==> config.mk <==
export PLATFORM = sky130hd
export DESIGN_NAME = demux1_2_stream
export DESIGN_NICKNAME = d
export VERILOG_FILES = /design/src/rtl/demux1_2_stream.sv
export SDC_FILE = /design/constraint.sdc
export NUM_CORES = 1
export LEC_CHECK = 0
export CELL_PAD_IN_SITES_DETAIL_PLACEMENT = 1
export CELL_PAD_IN_SITES_GLOBAL_PLACEMENT = 2
export CORE_MARGIN = 2
export CORE_UTILIZATION = 27
export CTS_CLUSTER_DIAMETER = 40
export DETAILED_ROUTE_END_ITERATION = 8
export PLACE_DENSITY = 0.8
export SYNTH_ARGS = -nofsm -noshare
export SYNTH_HDL_FRONTEND = slang
export SYNTH_SLANG_ARGS = --single-unit
==> constraint.sdc <==
create_clock -name clk -period 1.6 [get_ports clk]
set_input_delay 0.48 -clock clk [delete_from_list [all_inputs] [get_ports clk]]
set_output_delay 0.48 -clock clk [all_outputs]
set_load 0.02 [all_outputs]
==> src/rtl/demux1_2_stream.sv <==
// Registered 1-to-2 valid/ready stream demultiplexer with per-packet routing
// and a saturating completed-packet counter on each output.
module demux1_2_stream #(
  parameter int WIDTH = 8,
  parameter int CNT_W = 8
) (
  input  logic             clk,
  input  logic             rst,
  input  logic [WIDTH-1:0] in_data,
  input  logic             in_valid,
  input  logic             in_last,
  input  logic             in_sel,
  output logic             in_ready,
  output logic [WIDTH-1:0] out0_data,
  output logic             out0_valid,
  output logic             out0_last,
  input  logic             out0_ready,
  output logic [WIDTH-1:0] out1_data,
  output logic             out1_valid,
  output logic             out1_last,
  input  logic             out1_ready,
  output logic [CNT_W-1:0] pkt_cnt0,
  output logic [CNT_W-1:0] pkt_cnt1
);

  typedef enum logic {IDLE, PKT} state_t;

  localparam logic [CNT_W-1:0] CntMax = '1;

  state_t           r_state;
  logic             r_lock_sel;
  logic [WIDTH-1:0] r_out0_data, r_out1_data;
  logic             r_out0_valid, r_out1_valid;
  logic             r_out0_last, r_out1_last;
  logic [CNT_W-1:0] r_cnt0, r_cnt1;

  logic w_dst, w_xfer, w_load0, w_load1, w_drain0, w_drain1;

  // The destination is live from in_sel only on the first beat of a packet.
  assign w_dst    = (r_state == PKT) ? r_lock_sel : in_sel;
  assign in_ready = w_dst ? (!r_out1_valid | out1_ready)
                          : (!r_out0_valid | out0_ready);
  assign w_xfer   = in_valid & in_ready;
  assign w_load0  = w_xfer & !w_dst;
  assign w_load1  = w_xfer &  w_dst;
  assign w_drain0 = r_out0_valid & out0_ready;
  assign w_drain1 = r_out1_valid & out1_ready;

  always_ff @(posedge clk) begin
    if (rst) begin
      r_state    <= IDLE;
      r_lock_sel <= 1'b0;
    end else if (w_xfer) begin
      case (r_state)
        IDLE: if (!in_last) begin
          r_state    <= PKT;
          r_lock_sel <= in_sel;
        end
        PKT: if (in_last) r_state <= IDLE;
        default: r_state <= IDLE;
      endcase
    end
  end

  // A load wins over a drain so a back-to-back beat replaces the old one.
  always_ff @(posedge clk) begin
    if (rst) begin
      r_out0_data  <= '0;
      r_out0_last  <= 1'b0;
      r_out0_valid <= 1'b0;
    end else if (w_load0) begin
      r_out0_data  <= in_data;
      r_out0_last  <= in_last;
      r_out0_valid <= 1'b1;
    end else if (w_drain0) begin
      r_out0_valid <= 1'b0;
    end
  end

  always_ff @(posedge clk) begin
    if (rst) begin
      r_out1_data  <= '0;
      r_out1_last  <= 1'b0;
      r_out1_valid <= 1'b0;
    end else if (w_load1) begin
      r_out1_data  <= in_data;
      r_out1_last  <= in_last;
      r_out1_valid <= 1'b1;
    end else if (w_drain1) begin
      r_out1_valid <= 1'b0;
    end
  end

  always_ff @(posedge clk) begin
    if (rst) begin
      r_cnt0 <= '0;
      r_cnt1 <= '0;
    end else begin
      if (w_drain0 && r_out0_last && r_cnt0 != CntMax) r_cnt0 <= r_cnt0 + 1'b1;
      if (w_drain1 && r_out1_last && r_cnt1 != CntMax) r_cnt1 <= r_cnt1 + 1'b1;
    end
  end

  assign out0_data  = r_out0_data;
  assign out0_valid = r_out0_valid;
  assign out0_last  = r_out0_last;
  assign out1_data  = r_out1_data;
  assign out1_valid = r_out1_valid;
  assign out1_last  = r_out1_last;
  assign pkt_cnt0   = r_cnt0;
  assign pkt_cnt1   = r_cnt1;

endmodule
==> impl_results.md <==
* Status: complete, but fails checks
* Failing checks: setup timing
* Finished Core Util at between 40% and 50%
* Simple-Gate Fraction of Synth Area at 20.2%
* Num ports at 52
* Placer Congestion at 0.742
* Wire length per cell at ~13 µm
* Combinational power share at 16.1%
* Dpl ws at -906 ps
* Met3 Use GR at under 10%
* Final HPWL DP at approximately 3.1 mm
* Post-route ant nets at 0
* Clk sink count at 38
* Initial Utilization at ~28%
* Slowest cell on the critical path: dfxtp_2
* Initial DRC Count at 36
* Mux contribution to synthesized area at between 10% and 20%
* Actual slew at the worst max-slew pin at 304 ps
* Worst hold margin at approximately 500 ps
* Pwr Total at around 2.0 mW
* Clock latency at the later pin of the worst-skew pair at about 290 ps
* DP Area at roughly 2400 µm²
* Top Usage Layer GRT: met2
* Drt drc at 0
* Top FF cell, synth: dfxtp_1
* Hold WC Path Type: reg2reg
* Seq pwr share at 50.4%
* Yosys Warn Count at 0
* Initial antenna violation count at 0
* Die H at approximately 80 µm
* CP Launch Type: flip-flop
* Setup violators final at 12
* First-pass GRT wire length at slightly below 7 mm
* Largest family of logic cells by synthesized area: simple AND/OR/NAND/NOR gates
* Via density at between 4 and 5
* Cell Rows at 28
* Post-synth EDFFs at 0
* Synth Net Count at around 180
* Port bufs at 51
* Max Transition Viols Final at 0
* TritonCTS Buffers at 5
* Fin Setup TNS at -559 ps
* Filler cells at ~700
* Net Sw Power at 0.502 mW
* CTS tree: done
* Clock skew at about 5.6 ps
* Max_cap viols at 0
* Chip width at roughly 82 µm
* Total track usage at about 14%
* Asr flop ratio synth at 0%
* Vias after detailed routing at about 1500
* Worst path required time at roughly 1100 ps
* #FFs+latches synth at 38
* Root Buffer: clkbuf_8
* # diodes at 0
* Yosys cell types at 35
* Final net count at ~270
* Final instance area at ~2600 µm²
* Synth Area in Adders at under 10%
* Critical-path maximum fanout at 2
* Total congestion overflow at 0
* Clk pwr share at between 30 and 40%
* Fraction of layout cells with a size suffix above 1 at about a fifth
* Commonest cells in the netlist: 38 x dfxtp_1, 35 x nor2_1, 22 x mux2i_1
* Power per cell area at just under 800 nW/µm²
* LEAKAGE at approximately 1.3 nW
* Pre-antenna DRT Iters at 4
* CP Cell Sequence: mux2i_4 -> mux2_4 -> buf_6
* Fin cells at about 330
* Peak VDD IR at about 0.34 mV
* Final hold vios at 0
* Fmax achieved at between 500 and 600 MHz
* Largest stage delay, worst path at about 360 ps
* Yosys top cell area share at between 40% and 50%
* Met1 global-route usage at between 10% and 20%
* Post-synthesis compound-gate area fraction at a little under 9%
* Dominant cell type by area after synthesis: dfxtp_1
* Most common cell in the netlist: dfxtp_1
* Unrepaired setup endpoints after global routing: true
* Synth area leaders: dfxtp_1 47%, mux2i_1 14%, nor2_1 8.1%
* Period minus WS final at roughly 1800 ps
* Final critical-path share of the clock period at 115%
* Register area share after synthesis at a little under half
* WS Path Type: reg2out
* Xor/xnor share of the synthesized area at 3.23%
* Number of H-tree levels at 2
* Internal Power at between 1 and 1.5 mW
* Switching Fraction at about a quarter
* Max Buffers Root-to-Sink at 2
* CTS Hold Bufs at 0
* Die area at 6660 µm²
* Placed cell count at approximately 320
* Netlist Area Pre-Place at 1630 µm²
* Vias in the first global route at ~1500
* Post-synthesis cell count at 166
* Critical path arrival at 1360 ps
* Global routing usage on met2 at a little under a quarter
* Layout area overhead at 57.7%
* Slew headroom at approximately four fifths
* Final wirelength at approximately 4.3 mm
* Core Area at about 6000 µm²
* Syn_area_per_cell at 9.79 µm²
* Reg clk slew, reported paths at 70 ps
* Largest net degree at the start of global routing at 21
* Final WS setup at -244 ps
* CP endpoint kind: output port
-- sequential cells by signal (all words and copies together), names as in the netlist --
signal      flops
r_lock_sel      1
out0_valid      1
out0_last       1
r_state         1
pkt_cnt1        8
out1_last       1
out0_data       8
pkt_cnt0        8
out1_data       8
out1_valid      1
-- layer usage --
layer | share of wire, % | vias to the layer above
li1 | - | 752
met1 | 44 | 706
met2 | 48 | 34
met3 | 7.0 | 6
met4 | 1.4 | 0
met5 | 0 | -
-- layout by cell type, fill, tap and decap left out, types with 3 or more instances in the layout --
cell / instances
xor2_1: 4
clkdlybuf4s50_1: 11
a21oi_1: 4
clkbuf_8: 6
nand3_1: 11
a31oi_1: 3
buf_4: 27
dfxtp_1: 37
dlygate4sd2_1: 36
nand2_1: 4
mux2i_1: 21
buf_6: 4
buf_12: 3
nor2_1: 35
-- critical path, delay by kind of cell (launching register included) --
kind | cells | cell delay, ps
multiplexers | 2 | 580
flip-flops | 1 | 360
buffers and inverters | 1 | 130
-- kinds of logic after synthesis --
family / Yosys count
and+or+nand+nor: 67
DFF: 38
muxes: 26
AOI/OAI and AO/OA: 21
xor gates and xnor gates: 6
buffers and inverters: 6
adders and majority gates: 2
-- power by group through the flow --
| stage | Sequential, mW | Combinational (mW) | Clock [mW] |
|---|---|---|---|
| global route | 1.00 | 0.345 | 0.739 |
| CTS | 0.999 | 0.302 | 0.695 |
| floorplan | 1.06 | 0.113 | 0 |
| global placement | 1.02 | 0.310 | 0 |
| detailed placement | 1.02 | 0.314 | 0 |
| finish | 1.00 | 0.320 | 0.664 |
-- worst paths after layout --
check | from | end | slack [ps] | cells past startpoint
setup / recovery | r_state | in_ready | -240 | 3
hold / removal | out1_data[1] | out1_data[1] | 500 | 2
setup reg to reg | r_state | r_lock_sel | -120 | 7
hold reg to reg | out1_data[1] | out1_data[1] | 500 | 2
-- timing repair --
action / in CTS / in global routing
setup buffers: 1 / 2
gates cloned: 0 / 0
setup endpoints to repair: 54 / 12
gates resized for setup: 52 / 11
pin swaps: 0 / 1
-- final cells by class --
cell class / instances / area (µm²) / area share, %
Tap cell: 75 / 93.8 / 3.66
Sequential cell: 38 / 762 / 29.7
Timing Repair Buffer: 84 / 753 / 29.4
Multi-Input combinational cell: 122 / 872 / 34.0
Clock buffer: 6 / 82.6 / 3.22
Note: power is estimated with default switching activity, not from simulation.
